===== src/rtl/mem_arbiter.sv =====
`default_nettype none
// ============================================================================
// Module      : mem_arbiter
// Description : Arbitrates N_REQ NTT-core requesters onto a single downstream
//               memory port. Three-state issue FSM (IDLE/ISSUE/GRANT) with a
//               one-grant mask window, an owner FIFO that routes in-order read
//               returns back to the requesting core, and a sticky error flag
//               for unsolicited returns.
//               Optional macro MEM_ARB_FIXED_PRIO_EN selects fixed priority
//               (lowest index wins) instead of round-robin.
// Revision    : 1.0 - initial release
// ============================================================================
module mem_arbiter #(
    parameter int unsigned N_REQ    = 4,
    parameter int unsigned OT_DEPTH = 4
) (
    input  logic                 clk,
    input  logic                 rst_n,
    input  logic [N_REQ-1:0]     c_req,
    input  logic [N_REQ-1:0]     c_we,
    input  logic [N_REQ*64-1:0]  c_addr,
    input  logic [N_REQ*64-1:0]  c_wdata,
    output logic [N_REQ-1:0]     c_gnt,
    output logic [N_REQ-1:0]     c_valid,
    output logic [63:0]          c_rdata,
    output logic                 m_req,
    output logic                 m_we,
    output logic [63:0]          m_addr,
    output logic [63:0]          m_wdata,
    input  logic                 m_gnt,
    input  logic                 m_valid,
    input  logic [63:0]          m_rdata,
    output logic                 rsp_err
);

    localparam int unsigned IDX_W = (N_REQ > 1) ? $clog2(N_REQ) : 1;
    localparam int unsigned PTR_W = (OT_DEPTH > 1) ? $clog2(OT_DEPTH) : 1;
    localparam int unsigned CNT_W = PTR_W + 1;

    typedef enum logic [1:0] {
        IDLE  = 2'd0,
        ISSUE = 2'd1,
        GRANT = 2'd2
    } state_t;

    state_t             state_q, state_d;
    logic [IDX_W-1:0]   winner_q, winner_d;
    logic [IDX_W-1:0]   last_q, last_d;
    logic               mask_q, mask_d;
    logic               m_req_q, m_req_d;
    logic               m_we_q, m_we_d;
    logic [63:0]        m_addr_q, m_addr_d;
    logic [63:0]        m_wdata_q, m_wdata_d;
    logic [N_REQ-1:0]   c_gnt_q, c_gnt_d;

    logic [IDX_W-1:0]   fifo_q [OT_DEPTH];
    logic [PTR_W-1:0]   wr_ptr_q, rd_ptr_q;
    logic [CNT_W-1:0]   count_q;
    logic [N_REQ-1:0]   c_valid_q;
    logic [63:0]        c_rdata_q;
    logic               rsp_err_q;

    logic               w_full;
    logic [N_REQ-1:0]   w_mask;
    logic [N_REQ-1:0]   w_elig;
    logic               w_found;
    logic [IDX_W-1:0]   w_pick;
    logic               w_push;
    logic               w_pop;

    // Eligibility: masked last winner right after GRANT, reads blocked when FIFO is full
    assign w_full = (count_q == CNT_W'(OT_DEPTH));
    assign w_mask = mask_q ? (N_REQ'(1) << winner_q) : '0;
    assign w_elig = c_req & ~w_mask & (c_we | {N_REQ{~w_full}});

    // Winner selection among eligible requesters
    always_comb begin
        logic [IDX_W:0] cand;
        w_found = 1'b0;
        w_pick  = '0;
        cand    = '0;
`ifdef MEM_ARB_FIXED_PRIO_EN
        for (int k = N_REQ - 1; k >= 0; k--) begin
            if (w_elig[k]) begin
                w_found = 1'b1;
                w_pick  = IDX_W'(k);
            end
        end
`else
        // Search starts one past the last winner, wrapping at N_REQ
        for (int k = 0; k < N_REQ; k++) begin
            cand = {1'b0, last_q} + (IDX_W+1)'(1) + (IDX_W+1)'(k);
            if (cand >= (IDX_W+1)'(N_REQ)) begin
                cand = cand - (IDX_W+1)'(N_REQ);
            end
            if (!w_found && w_elig[cand[IDX_W-1:0]]) begin
                w_found = 1'b1;
                w_pick  = cand[IDX_W-1:0];
            end
        end
`endif
    end

    // FSM next-state and registered-output next values
    always_comb begin
        state_d   = state_q;
        winner_d  = winner_q;
        last_d    = last_q;
        mask_d    = (state_q == GRANT);
        m_req_d   = m_req_q;
        m_we_d    = m_we_q;
        m_addr_d  = m_addr_q;
        m_wdata_d = m_wdata_q;
        c_gnt_d   = '0;
        w_push    = 1'b0;
        case (state_q)
            IDLE: begin
                if (w_found) begin
                    winner_d  = w_pick;
                    m_req_d   = 1'b1;
                    m_we_d    = c_we[w_pick];
                    m_addr_d  = c_addr[w_pick*64 +: 64];
                    m_wdata_d = c_wdata[w_pick*64 +: 64];
                    state_d   = ISSUE;
                end
            end
            ISSUE: begin
                if (m_gnt) begin
                    m_req_d = 1'b0;
                    c_gnt_d = N_REQ'(1) << winner_q;
                    last_d  = winner_q;
                    w_push  = ~m_we_q;
                    state_d = GRANT;
                end
            end
            GRANT: begin
                state_d = IDLE;
            end
            default: begin
                state_d = IDLE;
                m_req_d = 1'b0;
            end
        endcase
    end

    // FSM and downstream request registers
    always_ff @(posedge clk or negedge rst_n) begin
        if (!rst_n) begin
            state_q   <= IDLE;
            winner_q  <= '0;
            last_q    <= IDX_W'(N_REQ - 1);
            mask_q    <= 1'b0;
            m_req_q   <= 1'b0;
            m_we_q    <= 1'b0;
            m_addr_q  <= '0;
            m_wdata_q <= '0;
            c_gnt_q   <= '0;
        end else begin
            state_q   <= state_d;
            winner_q  <= winner_d;
            last_q    <= last_d;
            mask_q    <= mask_d;
            m_req_q   <= m_req_d;
            m_we_q    <= m_we_d;
            m_addr_q  <= m_addr_d;
            m_wdata_q <= m_wdata_d;
            c_gnt_q   <= c_gnt_d;
        end
    end

    // A return only pops when an owner is recorded; otherwise it is an error
    assign w_pop = m_valid && (count_q != '0);

    // Owner FIFO and read-return path, independent of the issue FSM
    always_ff @(posedge clk or negedge rst_n) begin
        if (!rst_n) begin
            for (int i = 0; i < OT_DEPTH; i++) begin
                fifo_q[i] <= '0;
            end
            wr_ptr_q  <= '0;
            rd_ptr_q  <= '0;
            count_q   <= '0;
            c_valid_q <= '0;
            c_rdata_q <= '0;
            rsp_err_q <= 1'b0;
        end else begin
            if (w_push) begin
                fifo_q[wr_ptr_q] <= winner_q;
                wr_ptr_q         <= wr_ptr_q + PTR_W'(1);
            end
            if (w_pop) begin
                rd_ptr_q  <= rd_ptr_q + PTR_W'(1);
                c_valid_q <= N_REQ'(1) << fifo_q[rd_ptr_q];
                c_rdata_q <= m_rdata;
            end else begin
                c_valid_q <= '0;
            end
            count_q <= count_q + CNT_W'(w_push) - CNT_W'(w_pop);
            if (m_valid && (count_q == '0)) begin
                rsp_err_q <= 1'b1;
            end
        end
    end

    assign c_gnt   = c_gnt_q;
    assign c_valid = c_valid_q;
    assign c_rdata = c_rdata_q;
    assign m_req   = m_req_q;
    assign m_we    = m_we_q;
    assign m_addr  = m_addr_q;
    assign m_wdata = m_wdata_q;
    assign rsp_err = rsp_err_q;

endmodule
`default_nettype wire


===== config.mk =====
export PLATFORM = sky130hd
export DESIGN_NAME = mem_arbiter
export DESIGN_NICKNAME = d
export VERILOG_FILES = /design/src/rtl/mem_arbiter.sv
export SDC_FILE = /design/constraint.sdc
export NUM_CORES = 1
export LEC_CHECK = 0
export CAP_MARGIN = 10
export CORE_AREA = 2 2 309 311
export CTS_BUF_LIST = sky130_fd_sc_hd__clkbuf_8
export DETAILED_ROUTE_END_ITERATION = 10
export DIE_AREA = 0 0 311 313
export GPL_ROUTABILITY_DRIVEN = 0
export SYNTH_ARGS = -nofsm -noshare
export SYNTH_HDL_FRONTEND = slang
export SYNTH_SLANG_ARGS = --single-unit

===== constraint.sdc =====
create_clock -name clk -period 7.69 [get_ports clk]
set_clock_uncertainty 0.1 [all_clocks]
set_input_delay 1.538 -clock clk [delete_from_list [all_inputs] [get_ports clk]]
set_output_delay 1.538 -clock clk [all_outputs]
set_load 0.01 [all_outputs]

### Yosys cells after proc, flatten, opt, wreduce, memory -nomap -nowiden

Index checks and enable logic that the tools add are counted.

* add/subtract/negate cells: 12
* order comparisons: 12
* equality and inequality tests: 5
* shifts and indexed selects: 4
* multiplexer cells: 40
* bitwise logic cells: 9
* reductions and logical operators: 16

Operators with widths (number)
* 256-bit by 9-bit indexed part select with 64-bit output: 2
* 2-bit 2-to-1 mux: 13
* 3-bit greater-or-equal comparator (second input constant): 6
* 4-bit 2-to-1 mux: 4
* 2-bit by 3-bit less-than comparator with 1-bit output (second input constant): 5
* 1-bit 2-to-1 mux: 13
* 1-bit binary-select mux with 2-bit select: 5
* 4-bit bitwise AND: 2
* 8-bit bitwise mux: 1
* 1-bit by 2-bit << shifter with 4-bit output (first input constant): 2
* 2-bit by 1-bit subtractor with 2-bit output (second input constant): 4
* 3-bit by 2-bit adder with 3-bit output (second input constant): 2
* 1-bit logical AND: 6
* 2-bit NOT with 3-bit output: 2
* 2-bit AND reduction: 3
* 2-bit by 1-bit adder with 2-bit output (second input constant): 2
* 2-bit binary-select mux with 2-bit select: 1
* 2-bit demux with 2-bit select: 1
* 2-bit != test (second input constant): 2
* 4-bit NOT: 1
* 4-bit bitwise OR: 1
* 2-bit case mux with 2 select lines: 1
* 2-bit by 1-bit adder with 3-bit output (second input constant): 1
* 3-bit by 1-bit adder with 3-bit output: 1
* 13 further kinds: 17

* register bits: 225
* input port bits: 588
* output and inout port bits: 203
* word-level logic and storage cells: 117

### Longest topological paths before layout

Gate-level depths: netlist (run 1).

* depth in word-level cells: 19
* gate-level depth with buffers: 11
* mapped depth without buffers: 10

### Worst setup path before layout (run 1)

Ideal clock, no wire load.

* path type: input -> register
* start point: input port m_gnt
* end point: register count_q[2]
* setup time: 0.123 ns
* arrival time: 3.502 ns
* required time: 7.467 ns
* path slack: 3.965 ns
* stages: 11
* buffers on the path: 1
* path through: nand2_1 > or2_2 > clkbuf_1 > nor2_1 > inv_1 > ha_1 > inv_1 > ha_1 > fa_1 > xor2_1 > xnor2_1

* cells in the longest elaborated chain, start to end: 4

RTL lines
* from (decl): line 30 `input logic m_gnt,`
* 1-bit 2-to-1 mux: line 128 `if (m_gnt) begin`
* 1-bit 2-to-1 mux: line 116 `case (state_q)`
* 3-bit by 1-bit adder with 3-bit output: line 198 `count_q <= count_q + CNT_W'(w_push) - CNT_W'(w_pop);`
* 3-bit by 1-bit subtractor with 3-bit output: line 198
* to (signal assigned): line 198
* to (decl): line 58 `logic [CNT_W-1:0] count_q;`

No other way between the ends.
A chain may end at the register's enable or synchronous reset.

### Worst setup path after layout (run 1)

* start point: input port c_we[3]
* end point: register m_addr_q[48], in the netlist m_addr[48]

* cells in the longest elaborated chain, start to end: 15
* elaborated cells on any way between the ends: 26
* classes of those cells: shift: 1; mux: 16; bitwise: 2; reduce/logical: 7

RTL lines
* from (decl): line 20 `input logic [N_REQ-1:0] c_we,`
* 4-bit bitwise OR *: line 74 `assign w_elig = c_req & ~w_mask & (c_we | {N_REQ{~w_full}});`
* 4-bit bitwise AND *: line 74
* 1-bit binary-select mux with 2-bit select: line 96 `if (!w_found && w_elig[cand[IDX_W-1:0]]) begin`
* 1-bit 2-to-1 mux (not written as such): line 96
* 1-bit 2-to-1 mux: line 96
* 1-bit zero test: line 96
* 1-bit logical AND: line 96
* 1-bit 2-to-1 mux: line 96
* 1-bit zero test: line 96
* 1-bit logical AND: line 96
* 1-bit 2-to-1 mux: line 96
* 1-bit zero test: line 96
* 1-bit logical AND: line 96
* 2-bit 2-to-1 mux / 1-bit 2-to-1 mux (equally long branches): line 96
* 256-bit by 9-bit indexed part select with 64-bit output / 2-bit AND reduction (equally long branches)
* to (signal assigned): line 165 `m_addr_q <= m_addr_d;`
* to (decl): line 52 `logic [63:0] m_addr_q, m_addr_d;`

Every way passes the cells marked *; elsewhere a longest branch is shown, timed or not. The select of a mux whose other input is x is not followed.

==> reports/metrics.yaml, run 1 <==
status: "finished, final reports clean"
cts_tree: "built"
antenna_found_initial: 29
crit_path_end_kind: "flop"
worstPathRequired_ps: 8070
fin_nets: 2483
r2r-end: "m_addr[48]"
netlist.area_leader.share_pct: 45.9
synthesis.area_sq_um: 12200
die_h_microns: 313
path_max_fanout: 59
post-route-util_pct: 23.8
vias: 12100
min_path_type: "reg2reg"
syn-num-nets: 1714
clock.fmax_mhz: 232
grt_overflow: 0
timing.rr.start: "count_q[1]"
die_area_sq_um: 97300
grt_pass1_vias: 12700
hold_end: "rsp_err"
clockPowerShare_pct: 17.8
maxSlewViolCount: 0
path_class: "in2reg"
hpwl_microns: 58200
p_seq_share_pct: 25.6
postCtsSetupRepairBufs: 0
die_w_microns: 311
track_usage_pct: 14.6
wl_per_cell_microns: 23.0
rows: 113
arrival_ps: 4690
ys.warnings.count: 0
r2r_slack_ps: 4100
p_int_mw: 4.67
cts_hold_buf: 0
ir_drop_mv: 0.240
hold_violations: 0
cts_max_path_buffers: 3
clk_pin_slew_worst_paths_ps: 60
htree_num_levels: 2
worst_hold_startpoint: "rsp_err"
netlist_instances: 1119
relSlewSlack_pct: 25.9
clk_latency_ps: 670
register_area_sq_um: 5630
first_iter_violations: 581
swShare_pct: 42.6
grt_max_degree: 124
port_buffers: 790
hold_depth: 1
drt-total-wl_microns: 73600
startpoint_type: "primary input"
cts_buffers: 49
powerDensity_nw_per_um2: 363
p_comb_share_pct: 56.6
period_needed_ps: 4310
maxCapViolations: 0
post-route-period-util_pct: 56.1
ys_ff_latch: 225
ys_seq_area_share_pct: 46.3
grt_pass1_wl_microns: 100000
cts_resized: 0
viasPerCell: 3.78
route.detailed.drc: 0
switchingPower_mw: 3.47
clock_sinks: 225
coreArea_sq_um: 94200
ys_types: 49
ant_nets: 0
drive_above_1_share_pct: 9.09
multi_input_area_sq_um: 5990
start_util_pct: 12.9
worstMarginPinSlew_ps: 1110
n_fill_cell: 10300
leakagePower_nw: 9.39
area_growth_pct: 84.3
rr_worst_depth: 8
dr.pass1.iters: 5
synth_top_area_cell: "dfrtp_1"
synth_area_leaders: "dfrtp_1, mux2i_1, nand2_1"
rsz0062_at_grt: "no"
ioPinCount: 791
setup_violations: 0
cts-root-buf: "clkbuf_8"
fin_tns_setup_ps: 0
avgSynthCellArea_sq_um: 10.9
-- layout make-up --
class                      instances  share of cell area [%]
timing repair buffer             807                    36.2
multi-input combinational        796                    26.7
clock buffer                      61                    3.75
sequential                       225                    25.1
antenna                            9                   0.101
inverter                           9                   0.151
clock inverter                    28                   0.888
tap                             1265                    7.06
-- worst max path at each step --
stage	slack (ps)	endpoint	from	cells after the start
after CTS	3440	m_addr[33]	c_we[3]	10
after floorplan	3970	count_q[2]	m_gnt	11
final	3380	m_addr[48]	c_we[3]	9
after detailed placement	2670	m_addr[33]	c_we[3]	10
after global placement	2660	m_addr[33]	c_we[3]	10
after global routing	3270	m_addr[33]	c_we[3]	10
-- synthesized netlist by cell type (all sizes together) --
cell type,count
xor2,1
ha,6
and2,2
nand4,1
clkbuf,40
o221ai,68
o22ai,1
a221oi,62
dfrtp,223
mux4,2
nor3b,2
or3b,2
nand3,2
mux2i,258
nor3,4
buf,49
xnor2,4
a21o,1
a31oi,1
or4b,1
or2,1
fa,1
nor2b,2
a311oi,1
nand2b,2
nand3b,1
o31ai,1
o2111a,1
and3,2
o21ai,5
mux2,8
inv,9
o211ai,2
nand2,281
o211a,1
a211oi,1
nor2,67
a311o,1
dfstp,2
-- cell families (layout without fill, tap and decap cells) --
group,after synthesis,after routing,share of synthesized area [%]
compound gates,146,146,13.4
other cells,0,9,0
xor+xnor,5,5,0.360
flops,225,225,46.3
buf+inv,98,905,4.86
fa+ha+maj,7,7,0.782
simple gates,370,370,11.9
mux,268,268,22.4
-- state kept, by name, summed over array words and instances, names as in the netlist, 3 cells and up --
register	cells
c_gnt	4
c_valid	4
count_q	3
c_rdata	64
m_wdata	64
m_addr	64
fifo_q	8
-- power by group through the flow --
| stage | combinational [mW] | clock [mW] | sequential [mW] |
|---|---|---|---|
| after floorplan | 2.34 | 0 | 2.21 |
| after global placement | 4.68 | 0 | 2.08 |
| after detailed placement | 4.69 | 0 | 2.09 |
| after CTS | 4.71 | 1.52 | 2.09 |
| after global routing | 4.95 | 1.56 | 2.15 |
| final | 4.60 | 1.45 | 2.08 |
-- cells in the final DEF, fill, tap and decap left out, drive strengths merged, types with 18 or more instances in the layout --
cell type / netlist / layout
inv: 9 / 25
clkdlybuf4s50: 0 / 789
nand2: 281 / 281
o221ai: 68 / 68
nor2: 67 / 67
mux2i: 258 / 258
clkbuf: 40 / 61
a221oi: 62 / 62
buf: 49 / 18
dfrtp: 223 / 223
-- stage by stage --
stage / std cells / setup WS [ps] / total power, mW / instance area, sq um / hold WS [ps]
final: 3200 / 3380 / 8.13 / 22400 / 354
after global routing: 3196 / 3270 / 8.66 / 22400 / 381
after CTS: 3191 / 3440 / 8.33 / 22400 / 358
after detailed placement: 3102 / 2670 / 6.78 / 21300 / 345
after global placement: 3102 / 2660 / 6.76 / 21300 / 339
after floorplan: 1119 / 3970 / 4.56 / 12200 / 354
-- routing by layer --
| metal | up-vias | part of all wire (%) | track usage [%] |
|---|---|---|---|
| li1 | 5600 | - | - |
| met1 | 5781 | 39 | 16.6 |
| met2 | 573 | 49 | 24.6 |
| met3 | 117 | 9.1 | 6.15 |
| met4 | 14 | 2.9 | 4.95 |
| met5 | - | 0.12 | 0 |
-- worst max-delay path, cell delays in order --
cell and delay (ps):
clkdlybuf4s50_1 420, or4b_1 500, nand3_1 130, o22ai_1 110, a211oi_4 320, buf_12 300
buf_12 340, mux2i_1 640, o221ai_1 240
Note: power is estimated with default switching activity, not from simulation.
==> inputs of run 2 (changes only) <==
- clock period: 7.69 -> 3.51 ns (I/O delays scaled with it)
==> reports/metrics.yaml, run 2 (synthesized netlist as in run 1, its figures left out) <==
period_needed_ps: 3050
arrival_ps: 3480
drive_above_1_share_pct: 11.9
port_buffers: 790
place_ws_ps: -144
route.detailed.drc: 0
worstMarginPinSlew_ps: 869
coreArea_sq_um: 94200
die_area_sq_um: 97300
cts_tree: "built"
mostFrequentLayoutCells: "clkdlybuf4s50_1, nand2_1, mux2i_1, dfrtp_1, o221ai_1"
antenna_found_initial: 30
grt_pass1_wl_microns: 101000
setup_violations: 0
clk_latency_ps: 640
worstPathRequired_ps: 3940
path_max_fanout: 14
grt_overflow: 0
grt_max_degree: 79
crit_path_end_kind: "flop"
clk_pin_slew_worst_paths_ps: 60
ant_nets: 0
rsz0062_at_grt: "no"
fin_nets: 2542
grt_pass1_vias: 13200
hpwl_microns: 60500
area_growth_pct: 90.8
startpoint_type: "flop"
maxCapViolations: 0
clock.fmax_mhz: 328
wl_per_cell_microns: 22.7
relSlewSlack_pct: 42.1
cts-root-buf: "clkbuf_8"
vias: 12300
min_path_type: "reg2reg"
cts_max_path_buffers: 3
post-route-period-util_pct: 86.8
cts_buffers: 49
start_util_pct: 12.9
path_class: "reg2reg"
drt-total-wl_microns: 73900
clock_sinks: 225
leakagePower_nw: 9.80
first_iter_violations: 549
htree_num_levels: 2
dr.pass1.iters: 5
ir_drop_mv: 0.473
postCtsSetupRepairBufs: 0
viasPerCell: 3.78
die_w_microns: 311
fin_hold_ws_ps: 360
setup_slack_ps: 465
final_common_cell: "clkdlybuf4s50_1"
rows: 113
die_h_microns: 313
powerDensity_nw_per_um2: 815
maxSlewViolCount: 0
status: "finished, final reports clean"
hold_violations: 0
n_fill_cell: 10100
ioPinCount: 791
fin_tns_setup_ps: 0
track_usage_pct: 14.7
[run 2: cell types whose count changed in the layout (fill, tap and decap cells not counted), sizes merged]
cell / before / now
buf: 18 / 76
clkinvlp: 2 / 1
clkinv: 8 / 9
inv: 25 / 20
bufinv: 2 / 6
dlygate4sd3: 0 / 1
[run 2: metal layers]
metal / part of all wire (%) / vias up / wire (microns) / GRT usage, %
met3: 11 / 133 / 7930 / 6.92
met1: 38 / 5840 / 28000 / 16.1
li1: - / 5723 / - / -
met4: 3.4 / 22 / 2490 / 5.56
met5: 0.16 / - / 117 / 0
met2: 48 / 587 / 35400 / 24.7
[run 2: where the power goes]
part | internal (mW) | total [mW] | switching (mW)
clock network | 2.02 | 3.44 | 1.42
logic | 5.36 | 10.9 | 5.53
registers | 3.77 | 4.56 | 0.792
[run 2: layout make-up]
cell class / count / area, sq um / share of cell area (%)
tap: 1265 / 1580 / 6.82
inverter: 9 / 33.8 / 0.146
sequential: 225 / 5630 / 24.3
clock inverter: 27 / 298 / 1.28
clock buffer: 61 / 840 / 3.62
antenna: 9 / 22.5 / 0.0971
timing repair buffer: 866 / 8800 / 37.9
multi-input combinational: 796 / 5990 / 25.8
[run 2: what timing repair did]
action | in CTS | in global routing
endpoints found under the setup margin | 0 | 0
hold buffers | 1 | 0
hold endpoints to repair | 71 | 0
gates resized for setup | 0 | 0
[run 2: critical path, stage by stage, from the launching register on]
cell and delay [ps]:
dfrtp_1 420, or3b_4 440, o211ai_4 270, o22ai_1 180, a211oi_4 390, buf_12 160, buf_12 160, mux2i_1 470
buf_4 210, o221ai_1 110
[run 2: final timing paths]
kind                             from           to  slack (ps)  cells past startpoint
min                           rsp_err      rsp_err         360                      1
max in group asynchronous       rst_n  c_rdata[27]        1750                      3
min in group asynchronous       rst_n   m_addr[62]         580                      2
max                        count_q[1]   m_addr[62]         460                      9
min reg2reg                   rsp_err      rsp_err         360                      1
max reg2reg                count_q[1]   m_addr[62]         460                      9
[run 2: through the flow]
stage	area (sq um)	util (%)	std cells	total power, mW
finish	23200	24.6	3258	18.9
global route	23200	24.6	3256	20.1
floorplan	12200	-	1119	9.98
CTS	23200	24.6	3249	19.3
global placement	22000	23.4	3160	15.6
detailed placement	22000	23.4	3160	15.7
